===== src/rtl/ft600_pkg.sv =====
// Shared types and widths for the FT600 245-sync bus scheduler.
package ft600_pkg;

  localparam int unsigned FT600_DATA_W = 16;
  localparam int unsigned FT600_BE_W   = 2;

  typedef enum logic [2:0] {
    IDLE    = 3'd0,
    RX_OE   = 3'd1,
    RX_DATA = 3'd2,
    TX_DATA = 3'd3,
    TURN    = 3'd4
  } state_t;

  typedef enum logic {
    RX = 1'b0,
    TX = 1'b1
  } dir_t;

endpackage


===== src/rtl/ft600_bus_scheduler.sv =====
// Round-robin sequencer for the shared FT600 bus: RX (FT600 -> RX FIFO) vs TX (TX FIFO -> FT600),
// with OE/RD/WR strobes, a bus-ownership handoff cycle for RX and turnaround idle after every burst.
module ft600_bus_scheduler
  import ft600_pkg::*;
#(
  parameter int unsigned DATA_W      = FT600_DATA_W,
  parameter int unsigned BE_W        = FT600_BE_W,
  parameter int unsigned MAX_BURST   = 256,
  parameter int unsigned TURN_CYCLES = 1
) (
  input  logic              clk,
  input  logic              rst_n,
  input  logic              ftdi_rxf_n,
  input  logic              ftdi_txe_n,
  output logic              ftdi_oe_n,
  output logic              ftdi_rd_n,
  output logic              ftdi_wr_n,
  output logic              bus_oe,
  input  logic [DATA_W-1:0] pin_data_in,
  input  logic [BE_W-1:0]   pin_be_in,
  output logic [DATA_W-1:0] pin_data_out,
  output logic [BE_W-1:0]   pin_be_out,
  output logic              rx_push,
  output logic [DATA_W-1:0] rx_data,
  output logic [BE_W-1:0]   rx_be,
  input  logic              rx_full,
  output logic              tx_pop,
  input  logic [DATA_W-1:0] tx_data,
  input  logic [BE_W-1:0]   tx_be,
  input  logic              tx_empty,
  output logic [2:0]        bus_state
);

  localparam int unsigned BW = $clog2(MAX_BURST + 1);
  localparam int unsigned TW = $clog2(TURN_CYCLES + 1);

  state_t        state;
  dir_t          last_dir;
  logic [BW-1:0] burst_cnt;
  logic [TW-1:0] turn_cnt;

  logic rx_req, tx_req;
  logic rx_beat, tx_beat;
  logic burst_last;

  assign rx_req     = !ftdi_rxf_n && !rx_full;
  assign tx_req     = !ftdi_txe_n && !tx_empty;
  assign burst_last = (burst_cnt == BW'(MAX_BURST - 1));

  assign rx_data   = pin_data_in;
  assign rx_be     = pin_be_in;
  assign bus_state = state;

  // Pin strobes and FIFO handshakes; gated by reset so the bus is released immediately.
  always_comb begin
    ftdi_oe_n    = 1'b1;
    ftdi_rd_n    = 1'b1;
    ftdi_wr_n    = 1'b1;
    bus_oe       = 1'b0;
    rx_push      = 1'b0;
    tx_pop       = 1'b0;
    rx_beat      = 1'b0;
    tx_beat      = 1'b0;
    pin_data_out = '0;
    pin_be_out   = '0;
    if (rst_n) begin
      case (state)
        RX_OE: ftdi_oe_n = 1'b0;
        RX_DATA: begin
          ftdi_oe_n = 1'b0;
          ftdi_rd_n = rx_full;
          rx_beat   = !rx_full && !ftdi_rxf_n;
          rx_push   = rx_beat;
        end
        TX_DATA: begin
          bus_oe       = 1'b1;
          pin_data_out = tx_data;
          pin_be_out   = tx_be;
          ftdi_wr_n    = tx_empty;
          tx_beat      = !tx_empty && !ftdi_txe_n;
          tx_pop       = tx_beat;
        end
        default: ;
      endcase
    end
  end

  always_ff @(posedge clk) begin
    if (!rst_n) begin
      state     <= IDLE;
      last_dir  <= TX;
      burst_cnt <= '0;
      turn_cnt  <= '0;
    end else begin
      case (state)
        IDLE: begin
          if (rx_req && tx_req) state <= (last_dir == TX) ? RX_OE : TX_DATA;
          else if (rx_req)      state <= RX_OE;
          else if (tx_req)      state <= TX_DATA;
        end
        RX_OE: state <= RX_DATA;
        RX_DATA: begin
          if (rx_beat) burst_cnt <= burst_cnt + BW'(1);
          if (ftdi_rxf_n || rx_full || (rx_beat && burst_last)) begin
            state     <= TURN;
            last_dir  <= RX;
            burst_cnt <= '0;
            turn_cnt  <= '0;
          end
        end
        TX_DATA: begin
          if (tx_beat) burst_cnt <= burst_cnt + BW'(1);
          if (ftdi_txe_n || tx_empty || (tx_beat && burst_last)) begin
            state     <= TURN;
            last_dir  <= TX;
            burst_cnt <= '0;
            turn_cnt  <= '0;
          end
        end
        TURN: begin
          if (turn_cnt == TW'(TURN_CYCLES - 1)) begin
            state    <= IDLE;
            turn_cnt <= '0;
          end else begin
            turn_cnt <= turn_cnt + TW'(1);
          end
        end
        default: state <= IDLE;
      endcase
    end
  end

endmodule


===== config.mk =====
export PLATFORM = sky130hd
export DESIGN_NAME = ft600_bus_scheduler
export DESIGN_NICKNAME = d
export VERILOG_FILES = /design/src/rtl/ft600_pkg.sv /design/src/rtl/ft600_bus_scheduler.sv
export SDC_FILE = /design/constraint.sdc
export NUM_CORES = 1
export LEC_CHECK = 0
export ABC_AREA = 1
export BUFFER_PORTS_ARGS = -buffer_cell sky130_fd_sc_hd__buf_2
export CAP_MARGIN = 20
export CORE_MARGIN = 4
export CORE_UTILIZATION = 39
export DETAILED_ROUTE_END_ITERATION = 6
export PLACE_DENSITY = 0.88
export SLEW_MARGIN = 20
export SYNTH_ARGS = -nofsm -noshare
export SYNTH_HDL_FRONTEND = slang
export SYNTH_SLANG_ARGS = --single-unit

===== constraint.sdc =====
create_clock -name clk -period 4.5 [get_ports clk]
set_input_delay 0.9 -clock clk [delete_from_list [all_inputs] [get_ports clk]]
set_output_delay 0.9 -clock clk [all_outputs]
set_load 0.005 [all_outputs]

Word level (Yosys, flattened, before mapping) --
Cells that the tools add are included.
Operators by class: order comparisons 0, muxes and demuxes 35, add/sub/neg operators 2, shifts and indexed selects 0, $mul 0, eq/ne operators 11, div/mod/pow operators 0, bitwise operators 0, reductions and logical operators 21
Operators by type and width (count):
- 2-to-1 mux 9 bit | 4
- 2-to-1 mux 16 bit | 2
- 2-to-1 mux 3 bit | 6
- one-hot mux 9 bit (2 select lines) | 1
- 2-to-1 mux 1 bit | 16
- one-hot mux 3 bit (5 select lines) | 1
- adder 9 x 1 -> 9 bit, second input constant | 1
- equality test 9 x 8 -> 1 bit, second input constant | 1
- AND reduction 3 bit | 3
- equality test 3 x 2 -> 1 bit, second input constant | 2
- 2-to-1 mux 2 bit | 3
- != test 2 bit, second input constant | 3
- != test 3 bit, second input constant | 2
- logical AND 1 bit | 5
- logical NOT 1 bit | 4
- logical OR 1 bit | 4
- != test 4 bit, second input constant | 1
- AND reduction 4 bit | 1
- equality test 3 x 1 -> 1 bit, second input constant | 1
- equality test 3 bit, second input constant | 1
- logical NOT 3 bit | 1
- one-hot mux 1 bit (3 select lines) | 1
- nonzero test 3 bit | 1
- one-hot mux 1 bit (2 select lines) | 1
- other kinds (3) | 3
Word-level totals: memory bits (read-only) 0, memory bits (writable) 0, latch bits 0, register bits 14, output and inout port bits 45, memories kept 0, input port bits 42

Longest topological paths before layout --
word-level depth 8, mapped depth 13, gate-level depth less buffers 13

Worst setup path before layout --
No wires, ideal clock.
path kind input to output, start input port rst_n, end output port pin_be_out[0], required time 3600 ps, path slack 2064 ps, cell stages on the path 4, arrival 1536 ps, buffers on the path 2, cell sequence buf_4 > inv_2 > clkbuf_1 > nor2_1
Between the ends: cells in the longest elaborated chain, start to end 1
Ends and longest elaborated chain:
- from (decl) | line ft600_bus_scheduler.sv:12 | input logic rst_n,
- 2-to-1 mux 2 bit | line ft600_bus_scheduler.sv:66 | if (rst_n) begin
- to (decl) | line ft600_bus_scheduler.sv:22 | output logic [BE_W-1:0] pin_be_out,
Every way passes these cells.

Worst setup path in the final report --
start register state[1], in the netlist bus_state[1], end output port ftdi_wr_n
Between the ends: cells in the longest elaborated chain, start to end 3
Ends and longest elaborated chain:
- from (decl) | line ft600_bus_scheduler.sv:37 | state_t state;
- from (signal assigned) | line ft600_bus_scheduler.sv:97 | if (rx_req && tx_req) state <= (last_dir == TX) ? RX_OE : TX_DATA;
- equality test 3 x 2 -> 1 bit | line ft600_bus_scheduler.sv:67 | case (state)
- 2-to-1 mux 1 bit | line ft600_bus_scheduler.sv:67
- 2-to-1 mux 1 bit | line ft600_bus_scheduler.sv:66
- to (decl) | line ft600_bus_scheduler.sv:17 | output logic ftdi_wr_n,
Every way passes these cells.

==> reports/qor.txt <==
Yosys reg bits = 13
Met3 usage = 5.51%
Post-synth EDFFs = 0
Number of global-route vias before repair = 1,105
Full die area = 3980 um^2
Status = complete, no violations
Row count = 19
Routed wire per std cell = 11.0 um
Vias per cell = 4.96
Leak = 0.690 nW
Cells after Synth = 196
Hold Vio Cnt, Final = 0
Root buffer cell = clkbuf_4
Met2 GRT Util = 23.5%
Iteration-0 DRC Markers = 79
Fillers = 289
Min-Delay Path Class = flip-flop to flip-flop
Sum of negative setup slack = 0 ns
Relative slew slack = 66.2%
Most numerous cell in the Yosys netlist = nand2_1
Minimum clock period = 2.65 ns
Syn Nets = 240
Maxcap violations = 0
Synth area leaders = dfxtp_1 (22%), nand2_1 (14%), buf_4 (12%)
Max Clock Skew = 0.00354 ns
Worst slack, placed = 1.87 ns
Hpwl dp = 2250 um
Clock Path Buffers = 2
Hold buffers post-CTS = 0
Core box area = 2830 um^2
Placer Congestion = 0.852
Post-CTS setup buffer count = 0
Crit share post-route = 58.8%
Share of cells above drive strength 1 = 31.1%
VDD IR max = 0.128 mV
Worst Path Required = 3.60 ns
Overflow after GRT = 0
First-pass GRT wire length = 4890 um
Worst setup SP type = flip-flop
Post-route worst setup slack = 1.85 ns
Dominant synthesized flop cell = dfxtp_1
Post-place instance area = 1290 um^2
Via count = 1,270
# IOs = 87
Worst-path clk slew = 0.08 ns
Asr flop ratio synth = 0%
Drt drc = 0
Power Density = 376 nW/um^2
Area grow syn2layout = 11.3%
Grt met1 use = 18.4%
Initial antenna violation count = 0
Nets@finish = 270
# setup viols final = 0
Top post-synthesis cells by count = nand2_1 (45), nor2_1 (37), inv_1 (21), buf_4 (19), nand3_1 (14)
Critical Path Sink Type = primary output
Post-route antenna net violation count = 0
Arrival time worst endpoint = 1.75 ns
Max Freq = 378 MHz
Seq/Total Area, Yosys = 22.0%
Die width = 63.1 um
# diodes = 0
Post-CTS sizing = 0
Yosys warns = 0
WS Path Type = flip-flop to primary output
Distinct cell type count after synthesis = 27
Slew Viols, Final = 0
Clock latency on the worst-skew pair = 0.27 ns
Worst-Margin Slew = 0.506 ns
Starting Density = 41.8%
Post-Syn Area = 1180 um^2
Syn Area/Cell = 6.03 um^2
CP max FO = 24
Synth top area share = 22.0%
GRT Total Usage = 14.4%
Largest net degree at the start of global routing = 29
Final Util = 46.5%
Drt pass-1 iters = 5
Die Y = 63.1 um
RSZ-0062 raised after global routing = false
Busiest layer in global routing = met2
Final instance area = 1320 um^2
TritonCTS clock tree = done
Port bufs = 50
CTS H-tree depth = 1
Sink Count = 13
Post-synth top area cell = dfxtp_1
Drt total wl = 2820 um
Cts bufs inserted = 3
final timing paths:
kind / startpoint / end / slack (ns) / cells past startpoint
max reg2reg: burst_cnt[0] / burst_cnt[5] / 2.37 / 11
min reg2reg: last_dir / last_dir / 0.48 / 2
min: last_dir / last_dir / 0.48 / 2
max: bus_state[1] / ftdi_wr_n / 1.85 / 6
layout make-up:
cell class,instances,area (um^2),share of cell area (%)
Multi-Input combinational cell,134,651,49.4
Timing Repair Buffer,50,250,19.0
Sequential cell,13,260,19.8
Clock buffer,4,26.3,2.00
Tap cell,31,38.8,2.95
Inverter,24,90.1,6.84
per-layer routing:
layer  part of all wire, %  wire (um)
met1                    40       1130
met2                    52       1470
met3                   7.3        207
met4                  0.50         14
met5                     0          0
where the power goes:
| group | switching, W | total, W | internal (W) |
|---|---|---|---|
| clock network | 0.0000369 | 0.0000713 | 0.0000344 |
| registers | 0.0000256 | 0.000164 | 0.000139 |
| logic | 0.000165 | 0.000259 | 0.0000936 |
| total | 0.000228 | 0.000495 | 0.000267 |
logic make-up after synthesis:
| kind of cell | Yosys count | share of synthesized area, % |
|---|---|---|
| compound gates | 10 | 5.29 |
| simple gates | 122 | 47.6 |
| flops | 13 | 22.0 |
| buf+inv | 49 | 23.0 |
| fa+ha+maj | 2 | 2.12 |
placed cells by master, fill, tap and decap left out, drive strengths merged:
master,n
nor4,1
ha,2
o2111ai,2
o22ai,1
dfxtp,13
nand3,16
a21oi,4
nand4,10
o21ai,3
inv,24
nand3b,2
clkbuf,4
nor2,40
nor3,1
nand2,52
buf,50
flip-flops by register name, summed over array words and instances, names as in the netlist:
signal / flops
burst_cnt: 9
bus_state: 3
last_dir: 1
critical path, stage by stage, from the launching register on:
cell and delay [ns]:
dfxtp_1 0.45, nand2_1 0.12, nor2_4 0.41, inv_2 0.13, nor2_1 0.16, nand2_1 0.06
buf_2 0.12
through the flow:
stage	hold WS [ns]	power, W	std cells
global route	0.513	0.000543	256
floorplan	0.429	0.000378	196
detailed placement	0.461	0.000428	252
finish	0.482	0.000495	256
CTS	0.482	0.000498	256
global placement	0.443	0.000421	252
Power figures use the tool's default switching activity.
